`config.mk`:
```
export PLATFORM = sky130hd
export DESIGN_NAME = board_matrix
export DESIGN_NICKNAME = d
export VERILOG_FILES = /design/src/rtl/board_pkg.sv /design/src/rtl/board_matrix.sv
export SDC_FILE = /design/constraint.sdc
export NUM_CORES = 1
export LEC_CHECK = 0
export CAP_MARGIN = 30
export CORE_MARGIN = 2
export CORE_UTILIZATION = 57
export DETAILED_ROUTE_END_ITERATION = 10
export PLACE_DENSITY = 0.82
export SYNTH_ARGS = -nofsm -noshare
export SYNTH_HDL_FRONTEND = slang
export SYNTH_SLANG_ARGS = --single-unit
```
`constraint.sdc`:
```
create_clock -name clk -period 3 [get_ports clk]
set_clock_uncertainty 0.1 [all_clocks]
set_input_delay 0.45 -clock clk [delete_from_list [all_inputs] [get_ports clk]]
set_output_delay 0.45 -clock clk [all_outputs]
set_load 0.01 [all_outputs]
```
`src/rtl/board_pkg.sv`:
```
// Shared definitions for the playfield storage / line-clear engine.
// Holds default geometry, the clear-engine state type and the row type.
package board_pkg;

    localparam int BOARD_ROWS = 20;
    localparam int BOARD_COLS = 10;
    localparam int BOARD_AW   = 5;

    localparam logic [BOARD_COLS-1:0] FULL_ROW = '1;

    typedef enum logic [1:0] {
        IDLE,
        SCAN,
        SHIFT,
        DONE
    } clr_state_t;

    typedef logic [BOARD_COLS-1:0] row_t;

endpackage

```
`src/rtl/board_matrix.sv`:
```
// Playfield register array with OR-merge writes, combinational read port and a
// bottom-up line-clear engine that removes full rows and reports the count.
module board_matrix #(
    parameter int ROWS = board_pkg::BOARD_ROWS,
    parameter int COLS = board_pkg::BOARD_COLS,
    parameter int AW   = board_pkg::BOARD_AW
) (
    input  logic            clk,
    input  logic            reset,
    input  logic            wr_en,
    input  logic [AW-1:0]   wr_addr,
    input  logic [COLS-1:0] wr_data,
    input  logic [AW-1:0]   rd_addr,
    output logic [COLS-1:0] rd_data,
    input  logic            clear_start,
    output logic            busy,
    output logic            done,
    output logic [AW-1:0]   lines_cleared,
    output logic [15:0]     score_total,
    output logic            wr_drop
);
    import board_pkg::*;

    localparam logic [AW-1:0] LAST_ROW = AW'(ROWS - 1);

    logic [COLS-1:0] row_q [ROWS];
    logic [COLS-1:0] row_d [ROWS];
    clr_state_t      state_q, state_d;
    logic [AW-1:0]   ptr_q, ptr_d;
    logic [AW-1:0]   cnt_q, cnt_d;
    logic [AW-1:0]   lines_q, lines_d;
    logic [15:0]     score_q, score_d;
    logic            wr_drop_q, wr_drop_d;
    logic            wr_ok;
    logic            row_full;
    logic [16:0]     score_sum;

    assign wr_ok     = (state_q == IDLE) && (wr_addr <= LAST_ROW);
    assign row_full  = &row_q[ptr_q];
    assign score_sum = {1'b0, score_q} + 17'(cnt_q);

    always_comb begin
        // NOTE: every variable gets a default first so no path leaves it unassigned (no latches).
        state_d   = state_q;
        ptr_d     = ptr_q;
        cnt_d     = cnt_q;
        lines_d   = lines_q;
        score_d   = score_q;
        wr_drop_d = wr_en && !wr_ok;
        row_d     = row_q;

        case (state_q)
            IDLE: begin
                if (wr_en && wr_ok) begin
                    row_d[wr_addr] = row_q[wr_addr] | wr_data;
                end
                if (clear_start) begin
                    state_d = SCAN;
                    ptr_d   = LAST_ROW;
                    cnt_d   = '0;
                end
            end
            SCAN: begin
                if (row_full) begin
                    state_d = SHIFT;
                end else if (ptr_q == '0) begin
                    state_d = DONE;
                end else begin
                    ptr_d = ptr_q - AW'(1);
                end
            end
            SHIFT: begin
                // Everything at or above ptr drops one row; ptr is rescanned next.
                row_d[0] = '0;
                for (int i = 1; i < ROWS; i++) begin
                    if (i <= int'(ptr_q)) begin
                        row_d[i] = row_q[i-1];
                    end
                end
                cnt_d   = cnt_q + AW'(1);
                state_d = SCAN;
            end
            DONE: begin
                lines_d = cnt_q;
                score_d = score_sum[16] ? 16'hFFFF : score_sum[15:0];
                state_d = IDLE;
            end
            default: state_d = IDLE;
        endcase
    end

    always_ff @(posedge clk or negedge reset) begin
        if (!reset) begin
            state_q   <= IDLE;
            ptr_q     <= '0;
            cnt_q     <= '0;
            lines_q   <= '0;
            score_q   <= '0;
            wr_drop_q <= 1'b0;
            // NOTE: the board is a flop array, so it can and must be cleared by reset.
            row_q     <= '{default: '0};
        end else begin
            // NOTE: non-blocking assignments so every flop samples pre-edge values together.
            state_q   <= state_d;
            ptr_q     <= ptr_d;
            cnt_q     <= cnt_d;
            lines_q   <= lines_d;
            score_q   <= score_d;
            wr_drop_q <= wr_drop_d;
            row_q     <= row_d;
        end
    end

    assign rd_data       = (rd_addr <= LAST_ROW) ? row_q[rd_addr] : '0;
    assign busy          = (state_q != IDLE);
    assign done          = (state_q == DONE);
    assign lines_cleared = lines_q;
    assign score_total   = score_q;
    assign wr_drop       = wr_drop_q;

endmodule
```
==> run metrics <==
M3 GR Usage=0.133; outcome=finished with violations; vias in the first global route=15,300; post-layout util=0.705; core area=27,600 um2; met2 usage=0.677; delay of the slowest cell on the worst path=0.52 ns; peak supply drop=0.489 mV; slowest CP cell=dfrtp_4; Seq/Total Area, Yosys=0.368; Crit path arrival time=3.34 ns; fill count=2,056; CTS tree=built; Post-synth ARST share=1.00; syn_nets=1,628; post-synth top area share=0.368; Post-Syn Area=15,900 um2; Initial Util=0.576; critical-path cell list=buf_12 -> buf_12 -> mux4_2 -> a21oi_1 -> o31a_1 -> buf_4 -> or3b_1 -> o41ai_4 -> a22oi_1; total track usage=0.455; cts bufs inserted=28; PwrDens=829 nW/um2; Final Non-Filler Cells=2,150; largest net degree at the start of global routing=98; Inst Count DP=2,074; Worst EP required=3.31 ns; Detailed Route WL=65.5 mm; Tightest Hold Check Type=primary input to asynchronous set/reset pin; Setup CP Type=flop to flop; Rows=61; CTS Root Cell=clkbuf_16; LEAKAGE=7.81 nW; Main synth FF type=dfrtp_1; RR Startpoint=ptr_q[0]; later-pin clock latency in the skew report=0.57 ns; global route hottest layer=met2; area leader, netlist=dfrtp_1; shortest period the worst path allows=3.03 ns; slew at the pin closest to its max-slew limit=0.827 ns; Slew headroom=0.449; YS warnings=0; # DRC=0; EDFF count, synth=0; Die Height=171 um; TritonRoute pass-1 iters=7; clk slew on worst S/H paths=0.06 ns; setup ws final=-0.0302 ns; Startpoint Class=flop; Syn Area/Cell=10.0 um2; Seq cells post-synth=234; first-pass GRT wire length=96.9 mm; endpoint class of the critical path=flop; 1st-iter DRT viols=3,131; most common cell after layout, fill and taps aside=a22oi_1; die area=29,300 um2; Worst Setup SP=ptr_q[0]; Via density=7.48; Netlist cell types=69; initial antenna violation count=3; CP most frequent cell=buf_12; IO buf count=57; DIE WIDTH=171 um; top cells by area, synth=dfrtp_1 (37%), mux4_2 (19%), a22oi_1 (10%), a21oi_1 (5.7%), nor2_1 (4.6%); Area Growth Syn to Fin=22.4%; Syn Inst Count=1,592; RSZ-0062 raised after global routing=yes; Final nets=1,786; maxcap violations=0; Hold Vio Cnt, Final=0; Clock Path Buffers=3; CTS HTree Levels=1; CP max FO=15; layout cells sized above 1=0.278; total number of vias=16,100; met1 Resource Use GR=0.565; Avg WL per Cell=30.5 um; failing checks=setup timing; reg2reg path depth=9; Achievable Freq=330 MHz; grt total ovfl=0; most frequent cells in the layout=a22oi_1 (222), nor2_1 (192), dfrtp_1 (190); top-level I/O count=58; Final Setup Violations=1; fin. max-slew vios=0; fin crit share=1.01; HPWL after detailed placement=45.5 mm; clk sinks=234; Post-DRT Antenna Nets=0; GPL Wtd Cong=1.11
cells by family (layout without fill, tap and decap cells):
kind of cell | after synthesis | count (layout) | share of synthesized area
adders and majority gates | 12 | 12 | 0.00990
other | 0 | 1 | 0
xor gates and xnor gates | 6 | 6 | 0.00330
AOI/OAI and AO/OA | 556 | 556 | 0.221
DFF | 234 | 234 | 0.368
muxes | 194 | 194 | 0.238
buffers and inverters | 176 | 355 | 0.0477
and+or+nand+nor | 414 | 414 | 0.112
through the flow:
step           hold WS [ns]  area (um2)  TNS, ns  worst slack [ns]  power [W]
2_1_floorplan        0.0544       15900        0             0.104    0.00876
3_3_place_gp          0.320       18300   -0.603           -0.0982     0.0118
5_1_grt               0.379       19500  -0.0790           -0.0586     0.0166
3_5_place_dp          0.325       18300   -0.813            -0.130     0.0120
4_1_cts               0.345       19400        0           0.00107     0.0156
6_report              0.348       19500  -0.0302           -0.0302     0.0161
timing repair:
item / 4_1_cts / 5_1_grt
endpoints found under the setup margin: 11 / 13
pin swaps: 0 / 1
hold buffers: 1 / 0
gates resized for setup: 53 / 28
endpoints found under the hold margin: 56 / 0
setup buffers: 11 / 12
per-layer routing:
metal  share of wire  vias up
met3            0.13      417
met4            0.10        4
met5         0.00038        -
met1            0.34     7745
met2            0.43     1486
li1                -     6429
layout make-up:
class / instances / area, um2 / share of cell area
clock buffers: 41 / 800 / 0.0410
well taps: 378 / 473 / 0.0243
diodes: 1 / 2.50 / 0.000128
multi-input cells: 1182 / 9390 / 0.482
flip-flops and latches: 234 / 5910 / 0.304
repair buffers: 275 / 2650 / 0.136
clock inverters: 10 / 143 / 0.00732
inverters: 29 / 109 / 0.00559
power breakdown:
group          switching [W]  total [W]  internal, W
Combinational        0.00376    0.00718      0.00342
Clock                0.00142    0.00352      0.00210
Sequential           0.00137    0.00544      0.00407
Total                0.00655     0.0161      0.00960
synthesized netlist by cell type, drive strengths merged, types with 2 or more instances:
cell type / number
a21oi: 181
or3: 3
o31ai: 2
a22o: 3
nor3b: 2
nor2: 194
nor3: 9
ha: 11
clkinv: 2
nand2: 128
mux4: 143
mux2: 17
and2: 7
clkbuf: 114
nor4: 4
and3: 5
or2: 3
a21o: 5
o211a: 2
o21bai: 3
dfrtp: 234
buf: 33
o21a: 2
o21ai: 83
xnor2: 4
nor4b: 2
a22oi: 222
nand2b: 5
o22ai: 18
xor2: 2
nor2b: 6
mux2i: 34
a211oi: 9
a31oi: 10
inv: 27
or4: 2
a221oi: 2
or3b: 2
nand4: 7
and4: 3
a2bb2oi: 3
o211ai: 2
nand3: 28
critical path, delay by kind of cell (launching register included):
kind	cells	cell delay, ns
mux	1	0.37
flops	1	0.52
buf+inv	3	0.52
compound gates	4	0.97
simple gates	1	0.40
path summary, 6_finish.rpt:
check                           slack (ns)          endpoint
worst max-delay path                 -0.03          ptr_q[1]
worst min-delay path                  0.35   score_total[14]
worst max register to register       -0.03          ptr_q[1]
worst min register to register        0.41  lines_cleared[0]
max in group asynchronous             1.65         row_q[46]
min in group clk                      0.41  lines_cleared[0]
state kept, by name (all words and copies together) (netlist names):
signal         cells
row_q            200
state_q            2
ptr_q              5
cnt_q              5
lines_cleared      5
score_total       16
wr_drop            1
Power figures use the tool's default switching activity.
